### config.mk
export PLATFORM = sky130hd
export DESIGN_NAME = movavg_norm_flat
export DESIGN_NICKNAME = d
export VERILOG_FILES = /design/src/rtl/movavg_pkg.sv /design/src/rtl/movavg_norm_if.sv /design/src/rtl/movavg_fifo.sv /design/src/rtl/movavg_norm.sv /design/src/flat_wrapper.sv
export SDC_FILE = /design/constraint.sdc
export NUM_CORES = 1
export LEC_CHECK = 0
export BUFFER_PORTS_ARGS = -buffer_cell sky130_fd_sc_hd__clkbuf_2
export CAP_MARGIN = 10
export CORE_AREA = 4 4 188 190
export CTS_BUF_LIST = sky130_fd_sc_hd__clkbuf_16
export DETAILED_ROUTE_END_ITERATION = 7
export DIE_AREA = 0 0 192 194
export GPL_ROUTABILITY_DRIVEN = 0
export PLACE_DENSITY = 0.63
export SYNTH_ARGS = -nofsm -noshare
export SYNTH_HDL_FRONTEND = slang
export SYNTH_SLANG_ARGS = --single-unit
export TNS_END_PERCENT = 50
### constraint.sdc
create_clock -name clk -period 5.9 [get_ports clk]
set_input_delay 0.295 -clock clk [delete_from_list [all_inputs] [get_ports clk]]
set_output_delay 0.295 -clock clk [all_outputs]
set_load 0.02 [all_outputs]
### src/rtl/movavg_pkg.sv
// movavg_pkg: constants and helpers shared by the moving-average summer and
// its normalizer, so both stages agree on data width and tap count.
//   WL        : data width of window sums and averages
//   TAP_LOG2  : log2 of the tap count (divide is a right shift by this)
//   TAP_COUNT : number of taps in the window
//   WARMUP    : accepted sums discarded after reset while the window fills
package movavg_pkg;

    localparam int unsigned WL        = 64;
    localparam int unsigned TAP_LOG2  = 2;
    localparam int unsigned TAP_COUNT = 1 << TAP_LOG2;
    localparam int unsigned WARMUP    = TAP_COUNT - 1;

    typedef logic [15:0] drop_cnt_t;

    // Increment that sticks at all-ones instead of wrapping.
    function automatic drop_cnt_t sat_inc(input drop_cnt_t v);
        return (v == '1) ? v : v + 16'd1;
    endfunction

endpackage

### src/rtl/movavg_norm_if.sv
// movavg_norm_if: stream signals of the normalizer.
//   sum_in/sum_valid        : window sums from the summer (no backpressure)
//   dout/dout_valid/dout_ready : averaged output with valid/ready handshake
// Modports:
//   master : environment side (drives sums and ready, observes output)
//   slave  : normalizer side
interface movavg_norm_if #(
    parameter int unsigned WL = movavg_pkg::WL
);
    logic [WL-1:0] sum_in;
    logic          sum_valid;
    logic [WL-1:0] dout;
    logic          dout_valid;
    logic          dout_ready;

    modport master (
        output sum_in, sum_valid, dout_ready,
        input  dout, dout_valid
    );

    modport slave (
        input  sum_in, sum_valid, dout_ready,
        output dout, dout_valid
    );
endinterface

### src/rtl/movavg_fifo.sv
// movavg_fifo: DEPTH x WL synchronous FIFO.
//   clk, reset_n : clock, asynchronous active-low reset
//   push_i       : write wdata_i (caller guarantees room, or a same-cycle pop)
//   pop_i        : retire the head entry (caller guarantees non-empty)
//   rdata_o      : head entry, zero while empty
//   full_o       : DEPTH entries held
//   count_o      : occupancy 0..DEPTH
module movavg_fifo #(
    parameter  int unsigned WL    = 64,
    parameter  int unsigned DEPTH = 4,
    localparam int unsigned AW    = $clog2(DEPTH),
    localparam int unsigned CW    = $clog2(DEPTH + 1)
) (
    input  logic          clk,
    input  logic          reset_n,
    input  logic          push_i,
    input  logic          pop_i,
    input  logic [WL-1:0] wdata_i,
    output logic [WL-1:0] rdata_o,
    output logic          full_o,
    output logic [CW-1:0] count_o
);

    logic [WL-1:0] mem_q [DEPTH];
    logic [AW-1:0] wptr_q, wptr_d;
    logic [AW-1:0] rptr_q, rptr_d;
    logic [CW-1:0] count_q, count_d;

    // DEPTH is a power of two, so natural pointer overflow is the modulo wrap.
    always_comb begin
        wptr_d  = wptr_q;
        rptr_d  = rptr_q;
        count_d = count_q;
        if (push_i) begin
            wptr_d = wptr_q + AW'(1);
        end
        if (pop_i) begin
            rptr_d = rptr_q + AW'(1);
        end
        if (push_i && !pop_i) begin
            count_d = count_q + CW'(1);
        end else if (!push_i && pop_i) begin
            count_d = count_q - CW'(1);
        end
    end

    // On full with push and pop together wptr equals rptr: the head is read
    // out this cycle and its slot is overwritten at the same edge.
    always_ff @(posedge clk or negedge reset_n) begin
        if (!reset_n) begin
            for (int unsigned i = 0; i < DEPTH; i++) begin
                mem_q[i] <= '0;
            end
            wptr_q  <= '0;
            rptr_q  <= '0;
            count_q <= '0;
        end else begin
            if (push_i) begin
                mem_q[wptr_q] <= wdata_i;
            end
            wptr_q  <= wptr_d;
            rptr_q  <= rptr_d;
            count_q <= count_d;
        end
    end

    assign rdata_o = (count_q == '0) ? '0 : mem_q[rptr_q];
    assign full_o  = (count_q == CW'(DEPTH));
    assign count_o = count_q;

endmodule

### src/rtl/movavg_norm.sv
// movavg_norm: divides each valid window sum by the tap count (optional
// round-half-up), drops the first WARMUP sums after reset, and buffers the
// averages in a FIFO with a valid/ready output.
//   clk, reset_n : clock, asynchronous active-low reset
//   io (slave)   : sum_in/sum_valid in, dout/dout_valid/dout_ready out
//   drop_flag    : sticky, a sample was lost because the FIFO was full
//   drop_cnt     : saturating count of lost samples
module movavg_norm #(
    parameter int unsigned WL     = movavg_pkg::WL,
    parameter int unsigned SHIFT  = movavg_pkg::TAP_LOG2,
    parameter int unsigned ROUND  = 1,
    parameter int unsigned WARMUP = movavg_pkg::WARMUP,
    parameter int unsigned DEPTH  = 4
) (
    input  logic                 clk,
    input  logic                 reset_n,
    movavg_norm_if.slave         io,
    output logic                 drop_flag,
    output movavg_pkg::drop_cnt_t drop_cnt
);

    localparam int unsigned CW = $clog2(DEPTH + 1);
    localparam int unsigned WW = (WARMUP > 0) ? $clog2(WARMUP + 1) : 1;
    localparam logic [WL:0] RND =
        (ROUND != 0 && SHIFT > 0) ? ((WL + 1)'(1) << (SHIFT > 0 ? SHIFT - 1 : 0)) : '0;

    logic [WL:0]           sum_ext;
    logic [WL-1:0]         avg;
    logic [WW-1:0]         warm_q, warm_d;
    logic                  warm_done;
    logic                  push_req, pop, wr, drop;
    logic                  full;
    logic [CW-1:0]         count;
    logic                  drop_flag_q, drop_flag_d;
    movavg_pkg::drop_cnt_t drop_cnt_q, drop_cnt_d;

    // One extra bit so the rounding add cannot overflow before the shift.
    assign sum_ext = {1'b0, io.sum_in} + RND;
    assign avg     = WL'(sum_ext >> SHIFT);

    assign warm_done = (warm_q == WW'(WARMUP));
    assign push_req  = io.sum_valid && warm_done;
    assign pop       = io.dout_valid && io.dout_ready;
    assign wr        = push_req && (!full || pop);
    assign drop      = push_req && full && !pop;

    always_comb begin
        warm_d      = warm_q;
        drop_flag_d = drop_flag_q;
        drop_cnt_d  = drop_cnt_q;
        if (io.sum_valid && !warm_done) begin
            warm_d = warm_q + WW'(1);
        end
        if (drop) begin
            drop_flag_d = 1'b1;
            drop_cnt_d  = movavg_pkg::sat_inc(drop_cnt_q);
        end
    end

    always_ff @(posedge clk or negedge reset_n) begin
        if (!reset_n) begin
            warm_q      <= '0;
            drop_flag_q <= 1'b0;
            drop_cnt_q  <= '0;
        end else begin
            warm_q      <= warm_d;
            drop_flag_q <= drop_flag_d;
            drop_cnt_q  <= drop_cnt_d;
        end
    end

    movavg_fifo #(
        .WL    (WL),
        .DEPTH (DEPTH)
    ) u_fifo (
        .clk     (clk),
        .reset_n (reset_n),
        .push_i  (wr),
        .pop_i   (pop),
        .wdata_i (avg),
        .rdata_o (io.dout),
        .full_o  (full),
        .count_o (count)
    );

    assign io.dout_valid = (count != '0);
    assign drop_flag     = drop_flag_q;
    assign drop_cnt      = drop_cnt_q;

endmodule

### src/flat_wrapper.sv
// flat-port wrapper written by rule: the top's interface ports become plain ports
module movavg_norm_flat 
#(
    parameter int unsigned WL     = movavg_pkg::WL,
    parameter int unsigned SHIFT  = movavg_pkg::TAP_LOG2,
    parameter int unsigned ROUND  = 1,
    parameter int unsigned WARMUP = movavg_pkg::WARMUP,
    parameter int unsigned DEPTH  = 4
)
  (clk, reset_n, drop_flag, drop_cnt, io_sum_in, io_sum_valid, io_dout_ready, io_dout, io_dout_valid);
  movavg_norm_if #(.WL(WL)) io_i ();
  input  logic clk;
  input  logic reset_n;
  output logic drop_flag;
  output movavg_pkg::drop_cnt_t drop_cnt;
  input wire logic [$bits(io_i.sum_in)-1:0] io_sum_in;
  input wire logic [$bits(io_i.sum_valid)-1:0] io_sum_valid;
  input wire logic [$bits(io_i.dout_ready)-1:0] io_dout_ready;
  output wire logic [$bits(io_i.dout)-1:0] io_dout;
  output wire logic [$bits(io_i.dout_valid)-1:0] io_dout_valid;
  assign io_i.sum_in = io_sum_in;
  assign io_i.sum_valid = io_sum_valid;
  assign io_i.dout_ready = io_dout_ready;
  assign io_dout = io_i.dout;
  assign io_dout_valid = io_i.dout_valid;
  movavg_norm #(.WL(WL), .SHIFT(SHIFT), .ROUND(ROUND), .WARMUP(WARMUP), .DEPTH(DEPTH)) u_core (.clk(clk), .reset_n(reset_n), .io(io_i), .drop_flag(drop_flag), .drop_cnt(drop_cnt));
endmodule
# After elaboration in Yosys (flattened, before gate mapping)

Cells that the tools add are included.

Equality and inequality tests: 3
Order comparisons: 3
Reduce and logical (&&, ||, !) cells: 18
$add $sub $neg: 7
Bitwise gates (word level): 3
Muxes and demuxes: 9

Operators with widths:

| cell                                                                         | count |
|---|---|
| 256-bit bitwise mux                                                          | 1 |
| 64-bit two-way mux                                                           | 4 |
| 64-bit binary-select mux with 2-bit select                                   | 1 |
| 64-bit demux with 2-bit select                                               | 1 |
| 64-bit by 2-bit adder with 65-bit output, second input constant              | 1 |
| 16-bit by 1-bit adder with 16-bit output, second input constant              | 1 |
| 16-bit equality test, second input constant                                  | 1 |
| 1-bit logical AND                                                            | 9 |
| 2-bit by 1-bit adder with 2-bit output, second input constant                | 3 |
| 3-bit >= comparator, second input constant                                   | 2 |
| 3-bit two-way mux                                                            | 2 |
| 2-bit NOT with 3-bit output                                                  | 2 |
| 1-bit logical NOT                                                            | 4 |
| 3-bit by 1-bit adder with 3-bit output, second input constant                | 1 |
| 3-bit equality test, second input constant                                   | 1 |
| 3-bit logical NOT                                                            | 1 |
| 3-bit by 1-bit less-than comparator with 1-bit output, second input constant | 1 |
| 3-bit nonzero test                                                           | 1 |
| 3-bit by 1-bit subtractor with 3-bit output, second input constant           | 1 |
| 2-bit equality test, second input constant                                   | 1 |
| 2-bit AND reduction                                                          | 1 |
| 2-bit nonzero test                                                           | 1 |
| 1-bit logical OR                                                             | 1 |
| 1-bit NOT                                                                    | 1 |

Flip-flop bits (word level): 282
Logic and storage cells: 53
Input port bits: 68
Output and inout port bits: 82

# Logic depth before layout (Yosys ltp)

Gate-level depths: netlist (run 1).

Depth after elaboration: 8
Depth in mapped cells: 9

# By module

Synthesis (run 1) repeated with hierarchy kept, for this count alone.

Cell total of the unflattened synthesis: 1003
Area, all modules: 14064.7 µm²

By module, submodules not included:

| module      | area each (µm²) | cells an instance | instances |
|---|---|---|---|
| movavg_fifo | 11768.8         | 719               | 1 |
| movavg_norm | 2296.0          | 284               | 1 |

# Worst setup path before layout (run 1)

No wires, ideal clock.

Path kind: reg-to-output
Start point: register u_core.u_fifo.rptr_q[0]
End point: output io_dout[55]
Path buffers: 2
Slack: 3599 ps
Data arrival time: 2006 ps
Cell stages (with the launch flop): 5
Cell sequence: dfrtp_1 clkbuf_1 buf_1 mux4_2 and2_1

Word-level cells in the longest chain between the ends: 5

RTL lines:

| item                                                   | line               | text |
|---|---|---|
| start: declaration                                     | movavg_fifo.sv:26  | `logic [AW-1:0] rptr_q, rptr_d;` |
| start signal: assignment                               | movavg_fifo.sv:62  | `rptr_q <= rptr_d;` |
| 2-bit NOT with 3-bit output (implied by the code)      | movavg_fifo.sv:67  | `assign rdata_o = (count_q == '0) ? '0 : mem_q[rptr_q];` |
| 64-bit binary-select mux with 2-bit select             | movavg_fifo.sv:67  |  |
| 64-bit two-way mux (implied by the code) (2 in series) | movavg_fifo.sv:67  |  |
| 64-bit two-way mux                                     | movavg_fifo.sv:67  |  |
| end: declaration                                       | flat_wrapper.sv:19 | `output wire logic [$bits(io_i.dout)-1:0] io_dout;` |

Every way passes these cells. The select of a mux whose other input is x is not followed.

# Worst setup path in the final report (run 1)

Start point: register u_core.u_fifo.rptr_q[0]
End point: output io_dout[61]

The elaborated chain is that of the path after synthesis.

==> results of run 1 <==
==> kinds of logic after synthesis <==
kind of cell             Yosys count
AO/OA/AOI/OAI                    245
XOR/XNOR                          81
adder cells (fa/ha/maj)            9
buffers and inverters             92
flip-flops                       278
multiplexers                      78
other                              1
AND/OR/NAND/NOR                  477
==> power by group <==
| part | internal (mW) | switching [mW] | leakage (nW) | total (mW) |
|---|---|---|---|---|
| clock network | 1.03 | 0.735 | 0.492 | 1.76 |
| registers | 2.78 | 0.504 | 3.54 | 3.28 |
| logic | 1.50 | 1.80 | 2.97 | 3.30 |
| total | 5.31 | 3.04 | 7.00 | 8.34 |
==> what timing repair did <==
action                                 in CTS  in global routing
hold buffers                                1                  0
buffers inserted                            0                  0
endpoints found under the hold margin     129                  0
==> metrics by stage <==
step,hold slack (ns),worst slack (ns),util [%],instances
2_1_floorplan,-0.0005911,3.599,-,1261
5_1_grt,0.04531,2.224,45.91,1841
3_3_place_gp,0.4562,2.869,43.13,1788
6_report,0.03555,2.458,45.91,1841
4_1_cts,0.007605,2.351,45.91,1841
3_5_place_dp,0.4603,2.771,43.13,1788
==> cells in the mapped netlist, drive strengths merged <==
cell / count / area [um^2]
fa: 1 / 20.02
dfrtp: 278 / 6957
buf: 10 / 58.80
clkbuf: 68 / 255.2
a211oi: 1 / 7.510
nor2b: 2 / 12.51
and3: 8 / 55.05
nor2: 29 / 108.9
conb: 1 / 3.750
mux4: 63 / 1419
nand2: 276 / 1036
o31a: 1 / 8.760
nand2b: 2 / 12.51
nor4: 10 / 120.1
inv: 14 / 52.55
nor4b: 1 / 8.760
or3: 3 / 18.77
nor3b: 1 / 12.51
o21ai: 241 / 1206
nand4: 18 / 146.4
and2: 67 / 419.2
a41oi: 1 / 8.760
a21oi: 1 / 5.000
xor2: 22 / 192.7
nor3: 21 / 140.1
nand4b: 1 / 15.01
and4: 5 / 43.79
xnor2: 59 / 516.8
or2: 3 / 18.77
nand3: 28 / 140.1
mux2: 15 / 168.9
ha: 8 / 100.1
and4b: 1 / 10.01
or4: 1 / 11.26
==> area by class of cell <==
| class | count | area [um^2] | area share (%) |
|---|---|---|---|
| clock buffers | 31 | 775.7 | 5.052 |
| multi-input cells | 891 | 6018 | 39.19 |
| well taps | 448 | 560.5 | 3.651 |
| inverters | 14 | 52.55 | 0.3422 |
| clock inverters | 21 | 142.6 | 0.9289 |
| repair buffers | 158 | 843.3 | 5.492 |
| flip-flops and latches | 278 | 6962 | 45.34 |
==> flip-flops by register name (all words and copies together), names as in the netlist <==
name / cells
u_core.u_fifo.count_o: 3
u_core.drop_flag: 1
u_core.u_fifo.wptr_q: 2
u_core.u_fifo.mem_q: 252
u_core.u_fifo.rptr_q: 2
u_core.drop_cnt: 16
u_core.warm_q: 2
==> routing by layer <==
metal	part of all wire, %	GRT usage (%)	up-vias
li1	-	-	4572
met1	45	24.06	4630
met2	49	29.12	167
met3	4.2	2.539	36
met4	1.6	3.645	0
met5	0	0	-
==> worst min-delay path: cells and delay by family <==
family,cells,cell delay (ns)
buf+inv,1,0.10
simple gates,1,0.09
xor+xnor,1,0.06
==> how the worst min path moves through the flow <==
stage                           from                 endpoint  slack [ns]  cells after the start
finish                 io_dout_ready  u_core.u_fifo.rptr_q[1]        0.04                      3
global route           io_dout_ready  u_core.u_fifo.rptr_q[0]        0.05                      3
CTS                    io_dout_ready  u_core.u_fifo.rptr_q[1]       0.008                      3
detailed placement  u_core.drop_flag         u_core.drop_flag        0.46                      1
global placement    u_core.drop_flag         u_core.drop_flag        0.46                      1
floorplan                    reset_n       u_core.drop_cnt[0]     -0.0006                      0
==> flow_summary_export.csv, run 1 <==
group,metric,value,unit
critical_path,path_depth,4,
critical_path,end_kind,"primary output",
grt,antenna_found_initial,0,
grt,grt_pass1_vias,9823,
routing,drt_first_pass_iters,4,
critical_path,arrival,3.15,ns
timing,post-route-period-util,58.33,%
critical_path,r2r-end,"u_core.u_fifo.mem_q[178]",
finish,final_cell_mix,"276 x dfrtp_1, 272 x nand2_1, 227 x o21ai_0, 146 x clkbuf_2, 67 x and2_1",
floorplanning,std_cell_rows,67,
timing,final-setup-viol-count,0,
grt,grt.total_usage,17.32,%
critical_path,rr_worst_depth,6,
critical_path,cp_cell_sequence,"buf_4 > mux4_2 > and2_1 > clkbuf_2",
routing,final_antenna_net_count,0,
grt,grt_max_degree,150,
routing,wirelength,31.63,mm
routing,via_per_inst,5.109,
grt,grt_overflow,0,
floorplanning,die_area,37250,um^2
clock_network,clock_path_buffers,3,
finish,layout.nets,1451,
floorplanning,start_util,39.79,%
critical_path,critical_path_class,"register to primary output",
logic_synthesis,synth_seq_area_share,52.27,%
finish,layout_commonest_cell,"dfrtp_1",
clock_network,numCtsBuffers,31,
critical_path,crit_family,"flip-flops",
clock_network,cts-htree-levels,1,
clock_network,clkTransAtPathRegs,0.06,ns
critical_path,path_max_fanout,35,
power_and_ir_drop,total_power,8.343,mW
critical_path,critPathMaxStageDelay,0.91,ns
power_and_ir_drop,power.density,543.3,nW/um^2
worst_hold_path,hold_path.class,"input port to register",
finish,fillers,3185,
floorplanning,die_w,192,um
power_and_ir_drop,irDropWorstVdd,0.2658,mV
routing,drc,0,
critical_path,setup.worst_path.end,"io_dout[61]",
logic_synthesis,syn_inst,1261,
logic_synthesis,synth_top_family_by_area,"simple AND/OR/NAND/NOR gates",
logic_synthesis,synth_compound_area_share,9.287,%
finish,stdcell_area,15350,um^2
clock_network,root_buffer,"clkbuf_16",
power_and_ir_drop,leakagePower,7.001,nW
critical_path,rrSetupSlack,2.93,ns
floorplanning,design.core.area,33450,um^2
critical_path,timing.rr.start,"u_core.warm_q[0]",
timing,max_freq,0.2906,GHz
finish,synthToLayoutAreaGrowth,15.36,%
routing,vias,9405,
grt,grt_pass1_wl,52.79,mm
clock_network,tritoncts,"built",
logic_synthesis,muxShareOfSynthArea,11.93,%
logic_synthesis,yosys_warnings,0,
timing,finalClockSkew,0.01077,ns
clock_network,cts.repair.resized,0,
placement,placed_area,14430,um^2
critical_path,cpMaxStageDelayCell,"dfrtp_4",
timing,rsz0062_at_grt,"false",
critical_path,critPathLaunch,"u_core.u_fifo.rptr_q[0]",
status,outcome,"finished clean",
routing,post_drt_wl_per_cell,17.18,um
timing,hold_viol,0,
critical_path,cp_num_buf_inv,2,
clock_network,cts_num_sinks,278,
logic_synthesis,netlist_area,13310,um^2
placement,post-dp-hpwl,20.52,mm
job,cap_violations,0,
critical_path,crit_required,5.61,ns
logic_synthesis,postSynthAreaPerCell,10.56,um^2
clock_network,clk_latency,0.54,ns
logic_synthesis,synthDistinctLibCells,45,
timing,slew_viol_final,0,
timing,tightest_slew,1.073,ns
finish,drive_gt1_share,21.75,%
timing,finalCriticalPeriod,3.442,ns
routing,first_iter_violations,511,
logic_synthesis,synthSimpleGateAreaFrac,17.50,%
finish,antenna_cells,0,
floorplanning,pin_count,150,
floorplanning,die_y,194,um
logic_synthesis,synthAdderAreaFrac,0.9024,%
timing,maxSlewHeadroom,28.47,%
logic_synthesis,ys_ff_latch,278,
critical_path,cp-start-kind,"register",
logic_synthesis,syn_nets,1338,
timing,setup-tns-final,0,ns
placement,io_buffers,147,
logic_synthesis,synthXorXnorAreaFrac,5.330,%
No activity file was read; power rests on OpenSTA's default activity.
==> inputs of run 2 (changes only) <==
==> constraint.sdc (replaced) <==
create_clock -name clk -period 3.5 [get_ports clk]
set_input_delay 0.175 -clock clk [delete_from_list [all_inputs] [get_ports clk]]
set_output_delay 0.175 -clock clk [all_outputs]
set_load 0.02 [all_outputs]
==> run 2 against run 1 <==
Largest power group unchanged. Cell count grew 1.5%. Clock power grew 88%. Sequential share of layout area shrank 1.0 points. Largest cell class unchanged. Via count grew 1.4%.
==> flow_summary_export.csv, run 2 (same netlist as run 1, synthesis figures left out) <==
group,metric,value,unit
finish,final_cell_mix,"276 x dfrtp_1, 272 x nand2_1, 227 x o21ai_0, 146 x clkbuf_2, 67 x and2_1",
timing,tightest_slew,1.042,ns
floorplanning,die_area,37250,um^2
finish,multi_input_area,6018,um^2
clock_network,clock_path_buffers,3,
clock_network,root_buffer,"clkbuf_16",
timing,finalCriticalPeriod,2.644,ns
floorplanning,die_w,192,um
power_and_ir_drop,switchingPower,5.262,mW
placement,post-dp-hpwl,21.65,mm
timing,slew_viol_final,0,
power_and_ir_drop,p_clk_share,22.8,%
worst_hold_path,hold_path.class,"input port to register",
floorplanning,std_cell_rows,67,
routing,route.top_layer_used,"met4",
power_and_ir_drop,leakagePower,7.167,nW
timing,fin_ws,0.8559,ns
critical_path,cpMaxStageDelayCell,"nor2_1",
finish,layout.nets,1474,
power_and_ir_drop,irDropWorstVdd,0.4474,mV
critical_path,arrival,3.06,ns
timing,maxSlewHeadroom,30.25,%
clock_network,numCtsBuffers,34,
critical_path,cp_cell_sequence,"ha_1 > nand2_1 > nor2_1 > ha_1 > inv_1 > fa_1 > xor2_1 > nor2_1 > xor2_1",
power_and_ir_drop,intPower,9.239,mW
floorplanning,pin_count,150,
routing,wl_met3,1.237,mm
finish,regMostFlops,"u_core.u_fifo.mem_q",
clock_network,post_cts_buffers,0,
critical_path,crit_required,3.92,ns
routing,via_per_inst,5.102,
power_and_ir_drop,combPwrFrac,39.7,%
routing,drc,0,
critical_path,critical_path_class,"register to register",
finish,instances_no_fill,1869,
power_and_ir_drop,power.density,923.5,nW/um^2
clock_network,tritoncts,"built",
finish,largest_reg_flops,252,
routing,post_drt_wl_per_cell,17.46,um
clock_network,clkTransAtPathRegs,0.06,ns
critical_path,path_max_fanout,8,
timing,post-route-period-util,75.55,%
grt,grt_max_degree,117,
floorplanning,start_util,39.79,%
grt,grt_pass1_vias,10071,
clock_network,cts_num_sinks,278,
floorplanning,design.core.area,33450,um^2
routing,first_iter_violations,380,
grt,grt_pass1_wl,54.39,mm
finish,layout_commonest_cell,"dfrtp_1",
finish,antenna_cells,0,
finish,seqCellArea,6962,um^2
job,cap_violations,0,
routing,wirelength,32.64,mm
power_and_ir_drop,seq_power_share,37.5,%
finish,drive_gt1_share,23.22,%
timing,max_freq,0.3782,GHz
timing,finalClockSkew,0.01474,ns
grt,antenna_found_initial,0,
placement,dp_cells,1806,
finish,synthToLayoutAreaGrowth,17.97,%
clock_network,clk_latency,0.51,ns
critical_path,critPathMaxStageDelay,0.78,ns
critical_path,cp-start-kind,"register",
clock_network,cts-htree-levels,2,
grt,grt.total_usage,17.87,%
timing,rsz0062_at_grt,"false",
timing,setup-tns-final,0,ns
routing,drt_first_pass_iters,4,
routing,final_antenna_net_count,0,
grt,grt_overflow,0,
status,outcome,"finished clean",
power_and_ir_drop,switching_share,36.29,%
placement,io_buffers,147,
placement,place_ws,0.8059,ns
routing,drt-met1-wl,14.95,mm
finish,fillers,3156,
floorplanning,die_y,194,um
routing,vias,9535,
routing,dr_wl_met2,15.81,mm
timing,final-setup-viol-count,0,
timing,fin_worst_hold_slack,0.05018,ns
timing,hold_viol,0,
critical_path,end_kind,"register",
[run 2: cell count changes in the layout (fill, tap and decap cells not counted)]
| cell | change |
|---|---|
| buf_12 | +5 |
| buf_4 | +13 |
| clkbuf_16 | +4 |
| clkinv_1 | +3 |
| clkinv_2 | +2 |
| clkinv_4 | -1 |
| clkinvlp_4 | +2 |
| dlygate4sd3_1 | +2 |
| inv_1 | -4 |
| inv_6 | +2 |
[run 2: area by class of cell]
| class | instances | area share (%) |
|---|---|---|
| Sequential cell | 278 | 44.33 |
| Multi-Input combinational cell | 891 | 38.33 |
| Timing Repair Buffer | 178 | 6.757 |
| Clock buffer | 35 | 5.578 |
| Tap cell | 448 | 3.570 |
| Clock inverter | 25 | 1.100 |
| Inverter | 14 | 0.3347 |
[run 2: metrics by stage]
stage / utilization (%) / power [mW] / cell area [um^2]
floorplan: - / 9.423 / 13310
global placement: 43.72 / 11.14 / 14620
detailed placement: 43.72 / 11.35 / 14620
CTS: 46.95 / 14.74 / 15700
global route: 46.95 / 15.57 / 15700
finish: 46.95 / 14.50 / 15700
[run 2: layer usage]
metal  GRT usage [%]  vias up
met5               0        -
met4           4.411        0
met3           2.845       49
met2           29.63      170
met1           24.77     4692
li1                -     4624
[run 2: worst paths after layout]
kind,to,depth (start not counted),slack (ns),start
worst max-delay path,u_core.u_fifo.count_o[2],9,0.86,u_core.warm_q[0]
worst min-delay path,u_core.u_fifo.mem_q[190],3,0.05,io_sum_in[63]
worst max register to register,u_core.u_fifo.count_o[2],9,0.86,u_core.warm_q[0]
worst min register to register,u_core.u_fifo.mem_q[108],2,0.47,u_core.u_fifo.mem_q[108]
max in group asynchronous,u_core.u_fifo.mem_q[76],3,2.24,reset_n
min in group asynchronous,u_core.u_fifo.mem_q[91],2,0.37,reset_n
[run 2: repair_timing]
item | CTS | global route
endpoints found under the hold margin | 111 | 0
gates resized for setup | 0 | 0
hold buffers | 3 | 0
setup endpoints to repair | 0 | 0
[run 2: power groups by stage]
stage               sequential [mW]  clock, mW  combinational [mW]
finish                         5.44       3.31                5.75
global route                   5.61       3.55                6.41
CTS                            5.45       3.41                5.88
detailed placement             5.49          0                5.86
global placement               5.40          0                5.74
floorplan                      5.25          0                4.17
[run 2: worst max-delay path: cells and delay by family, from the launching register on]
kind                     cells  cell delay, ns
adder cells (fa/ha/maj)      3            0.87
flip-flops                   1            0.37
AND/OR/NAND/NOR              3            0.95
XOR/XNOR                     2            0.31
buffers and inverters        1            0.06
